**src/rtl/instruction_fetch_unit.sv**
```systemverilog
// Fetch stage: owns the PC, captures the memory word into a one-entry output register, hands off to decode.
// One cycle from Counter_value to Fetch_valid; holds PC and output register while decode stalls.
module instruction_fetch_unit #(
  parameter int RESET_PC  = 0,
  parameter int MEM_BYTES = 100,
  parameter int ADDR_W    = 32
) (
  input  logic              clk,
  input  logic              reset,
  input  logic              Start,
  output logic [ADDR_W-1:0] Counter_value,
  input  logic [31:0]       Instruction_code,
  output logic              Fetch_valid,
  output logic [31:0]       Fetch_instruction,
  output logic [ADDR_W-1:0] Fetch_pc,
  input  logic              Decode_ready,
  input  logic              Branch_taken,
  input  logic [ADDR_W-1:0] Branch_target,
  output logic              Halted,
  output logic              Fault
);

  localparam logic [ADDR_W-1:0] LAST_PC = ADDR_W'(MEM_BYTES - 4);

  typedef enum logic [1:0] {S_IDLE, S_RUN, S_HALT} state_t;

  state_t            r_state, w_state_nxt;
  logic [ADDR_W-1:0] r_pc, w_pc_nxt;
  logic [ADDR_W-1:0] r_fpc, w_fpc_nxt;
  logic [31:0]       r_finstr, w_finstr_nxt;
  logic              r_fvalid, w_fvalid_nxt;
  logic              r_halted, w_halted_nxt;
  logic              r_fault, w_fault_nxt;
  logic              w_target_bad;

  assign w_target_bad = (Branch_target[1:0] != 2'b00) || (Branch_target > LAST_PC);

  always_comb begin
    w_state_nxt  = r_state;
    w_pc_nxt     = r_pc;
    w_fpc_nxt    = r_fpc;
    w_finstr_nxt = r_finstr;
    w_fvalid_nxt = r_fvalid;
    w_halted_nxt = r_halted;
    w_fault_nxt  = r_fault;
    case (r_state)
      S_IDLE: begin
        if (Start) w_state_nxt = S_RUN;
      end
      S_RUN: begin
        if (Branch_taken) begin
          w_fvalid_nxt = 1'b0;
          if (w_target_bad) begin
            w_fault_nxt  = 1'b1;
            w_halted_nxt = 1'b1;
            w_state_nxt  = S_HALT;
          end else begin
            w_pc_nxt = Branch_target;
          end
        end else if (!r_fvalid || Decode_ready) begin
          w_finstr_nxt = Instruction_code;
          w_fpc_nxt    = r_pc;
          w_fvalid_nxt = 1'b1;
          // Last word of memory: stop here rather than walking off the end.
          if (r_pc == LAST_PC) begin
            w_halted_nxt = 1'b1;
            w_state_nxt  = S_HALT;
          end else begin
            w_pc_nxt = r_pc + ADDR_W'(4);
          end
        end
      end
      S_HALT: begin
        if (!r_fault) begin
          if (Branch_taken) begin
            w_fvalid_nxt = 1'b0;
            if (w_target_bad) begin
              w_fault_nxt = 1'b1;
            end else begin
              w_pc_nxt     = Branch_target;
              w_halted_nxt = 1'b0;
              w_state_nxt  = S_RUN;
            end
          end else if (r_fvalid && Decode_ready) begin
            w_fvalid_nxt = 1'b0;
          end
        end
      end
      default: w_state_nxt = S_IDLE;
    endcase
  end

  always_ff @(posedge clk or posedge reset) begin
    if (reset) begin
      r_state  <= S_IDLE;
      r_pc     <= ADDR_W'(RESET_PC);
      r_fpc    <= '0;
      r_finstr <= '0;
      r_fvalid <= 1'b0;
      r_halted <= 1'b0;
      r_fault  <= 1'b0;
    end else begin
      r_state  <= w_state_nxt;
      r_pc     <= w_pc_nxt;
      r_fpc    <= w_fpc_nxt;
      r_finstr <= w_finstr_nxt;
      r_fvalid <= w_fvalid_nxt;
      r_halted <= w_halted_nxt;
      r_fault  <= w_fault_nxt;
    end
  end

  assign Counter_value     = r_pc;
  assign Fetch_valid       = r_fvalid;
  assign Fetch_instruction = r_finstr;
  assign Fetch_pc          = r_fpc;
  assign Halted            = r_halted;
  assign Fault             = r_fault;

endmodule
```
**config.mk**
```make
export PLATFORM = sky130hd
export DESIGN_NAME = instruction_fetch_unit
export DESIGN_NICKNAME = d
export VERILOG_FILES = /design/src/rtl/instruction_fetch_unit.sv
export SDC_FILE = /design/constraint.sdc
export NUM_CORES = 1
export LEC_CHECK = 0
export BUFFER_PORTS_ARGS = -buffer_cell sky130_fd_sc_hd__buf_2
export CORE_MARGIN = 2
export CORE_UTILIZATION = 50
export DETAILED_ROUTE_END_ITERATION = 8
export PLACE_DENSITY = 0.79
export SYNTH_ARGS = -nofsm -noshare
export SYNTH_HDL_FRONTEND = slang
export SYNTH_SLANG_ARGS = --single-unit
```
**constraint.sdc**
```tcl
create_clock -name clk -period 3.83 [get_ports clk]
set_clock_uncertainty 0.2 [all_clocks]
set_input_delay 0.1915 -clock clk [delete_from_list [all_inputs] [get_ports clk]]
set_output_delay 0.1915 -clock clk [all_outputs]
set_load 0.02 [all_outputs]
```
==> impl_metrics.csv <==
group,metric,value,unit
floorplan,num_rows,36,
layout,multi_input_area,2400,sq um
layout,design_area,6560,sq um
worst_setup_path,critPathSlowestCell,"ha_1",
floorplan,dieArea,11100,sq um
global_route,antenna_found_initial,0,
synth,synth_area_per_cell,11.9,sq um
global_route,grt_max_degree,58,
power,fin_total_pwr,4.92,mW
clocking,clock_sinks,101,
synth,synth_edf_count,0,
synth,synth_top_area_cell,"dfrtp_1",
status,status,"finished, final reports clean",
global_route,grt_util_met2,42.4,%
sta,fin_crit,2.90,ns
global_route,grt_pass1_wl,22700,um
clocking,clock_path_buffers,2,
layout,n_antenna_cell,0,
floorplan,die_y,105,um
worst_setup_path,timing.critical_path.buf_inv,2,
floorplan,die_width,105,um
synth,yosysMostFrequentCell,"dfrtp_1",
synth,ys_ff_latch,101,
placement,dp_slack,0.942,ns
placement,dp_hpwl,9580,um
layout,fillers,772,
clocking,cts-buffers-inserted,9,
placement,place_congestion,0.899,
global_route,grt_pass1_vias,4552,
clocking,tritoncts,"built",
job,cap_viol_max_count,0,
synth,yosys_warnings,0,
routing,antenna_left,0,
routing,drt-initial-drc-count,360,
global_route,grtUsageMet1,33.3,%
synth,synth_common_cells,"dfrtp_1 (101), mux2_2 (59), buf_2 (16), inv_1 (16), nor2_1 (16)",
hold_path,worst_hold_path_type,"input pin to flip-flop",
sta,fin_ws,0.926,ns
synth,syn_area,5120,sq um
sta,timing.fmax,344,MHz
layout,syn2layout_area_growth,28.0,%
layout,regArea,2530,sq um
routing,vias_per_cell,5.94,
clocking,clk_latency,0.37,ns
worst_setup_path,crit_path_max_incr_delay,0.54,ns
worst_setup_path,cp.arrival,3.01,ns
worst_setup_path,cp-start-kind,"flip-flop",
sta,tightest_slew,0.738,ns
synth,synth_cell_types,68,
global_route,gr-total-overflow,0,
sta,grt_setup_unrepaired,"no",
layout,nNetsFinal,700,
synth,synth_nets,507,
global_route,grt_usage,25.4,%
power,ir_drop,0.000367,V
sta,setup_viol,0,
clocking,cts-root-buf,"clkbuf_8",
sta,hold_viol_final,0,
synth,netlist_top_cells_area,"dfrtp_1 (49%), mux2_2 (13%), a31oi_1 (1.8%)",
routing,drc,0,
sta,slew_headroom,50.8,%
clocking,cts_max_level,3,
routing,via_count,4519,
power,power_leakage,2.98,nW
worst_setup_path,critPathKind,"flip-flop to flip-flop",
synth,async_flop_share,100,%
layout,drive_above_1_share,44.1,%
sta,setup_tns,0,ns
worst_setup_path,cp_max_fo,18,
power,power_density,750,nW/um^2
worst_setup_path,crit_path_end_kind,"flip-flop",
sta,finalCritPeriodShare,75.8,%
synth,synth_top_cell_area_share,49.3,%
synth,synthFlopType,"dfrtp_1",
clocking,cts.reportedPaths.clkPinSlew,0.10,ns
routing,wl,13700,um
routing,first_pass_iters,7,
placement,dpl-instance-area,6050,sq um
worst_setup_path,crit_required,3.94,ns
floorplan,fp.coreArea,9860,sq um
clocking,postCtsSetupBuffers,0,
worst_setup_path,crit_chain,"inv_1 > ha_1 > nor2_1 > a211o_1 > nor3_4 > buf_4 > o221a_2",
sta,drv_slew,0,
synth,ys_seq_area_share,49.3,%
floorplan,start_util,51.9,%
worst_setup_path,crit_family,"simple AND/OR/NAND/NOR gates",
placement,portBuffers,167,
routing,wl_per_cell,18.0,um
floorplan,top_level_ports,168,
global_route,met3_usage,4.02,%
global_route,grt.busiest_layer,"met2",
synth,synth_cells,432,
==> per-layer routing <==
layer	share of wire [%]	vias to the layer above	wire (um)
met3	5.9	25	804
met4	2.1	0	292
met1	42	2237	5700
met2	50	198	6910
met5	0	-	0
li1	-	2059	-
==> where the power goes <==
| part | total (mW) | internal [mW] | switching (mW) | leakage, nW |
|---|---|---|---|---|
| combinational | 2.38 | 0.993 | 1.39 | 1.67 |
| sequential | 1.94 | 1.49 | 0.451 | 1.23 |
| clock | 0.599 | 0.233 | 0.367 | 0.0780 |
| total | 4.92 | 2.72 | 2.20 | 2.98 |
==> worst reg2reg max path, cell delays in order (launching register included) <==
cell and delay (ns):
dfrtp_1 0.41, inv_1 0.11, ha_1 0.54, nor2_1 0.14, a211o_1 0.35, nor3_4 0.54
buf_4 0.33, o221a_2 0.22
==> what timing repair did <==
| item | CTS | global route |
|---|---|---|
| hold buffers | 35 | 0 |
| hold endpoints to repair | 137 | 0 |
| gates resized for setup | 0 | 0 |
==> flip-flops by register name, indices dropped and copies added (netlist names) <==
signal	cells
r_state	2
Fault	1
Fetch_pc	32
Counter_value	32
Fetch_valid	1
Fetch_instruction	32
Halted	1
==> placed cells by master (no fill, tap or decap), types with 5 or more instances in the layout <==
cell	count
buf_2	167
dfrtp_1	101
mux2_2	59
dlygate4sd3_1	35
nor2_1	16
nor4_1	15
inv_1	15
a31oi_1	15
nor3_1	12
nand2_1	12
nand4_1	11
nand3_1	11
o21ai_0	9
clkbuf_8	9
and3_1	8
a21oi_1	8
o221a_2	8
o221a_1	7
buf_4	7
a211o_1	6
ha_1	6
nor4_2	5
o211ai_1	5
mux2_1	5
==> path summary, 6_finish.rpt <==
kind,start,endpoint,slack (ns),depth (start not counted)
hold reg to reg,Fetch_pc[27],Fetch_pc[27],0.29,1
setup / recovery,r_state[0],Counter_value[31],0.93,7
hold / removal,Branch_target[3],Counter_value[3],0.01,3
setup reg to reg,r_state[0],Counter_value[31],0.93,7
max in group asynchronous,reset,Counter_value[9],2.55,4
min in group asynchronous,reset,Fetch_instruction[15],0.31,4
==> area by class of cell <==
cell class | count | share of cell area [%]
Sequential cell | 101 | 38.5
Inverter | 17 | 1.01
Timing Repair Buffer | 209 | 18.9
Tap cell | 133 | 2.54
Clock buffer | 9 | 1.89
Multi-Input combinational cell | 287 | 36.6
Clock inverter | 5 | 0.572
==> kinds of logic after synthesis <==
kind of cell | after synthesis | synth area share, %
DFF | 101 | 49.3
and+or+nand+nor | 123 | 16.2
xor gates and xnor gates | 1 | 0.171
muxes | 66 | 14.5
AOI/OAI and AO/OA | 91 | 14.4
buffers and inverters | 44 | 3.96
adders and majority gates | 6 | 1.47
==> metrics by stage <==
| stage | instances | hold slack (ns) | utilization [%] |
|---|---|---|---|
| 2_1_floorplan | 432 | 0.126 | - |
| 3_3_place_gp | 712 | 0.165 | 61.3 |
| 3_5_place_dp | 712 | 0.179 | 61.3 |
| 4_1_cts | 761 | 0.00399 | 66.5 |
| 5_1_grt | 761 | 0.0483 | 66.5 |
| 6_report | 761 | 0.0129 | 66.5 |
(Power assumes the default switching activity.)
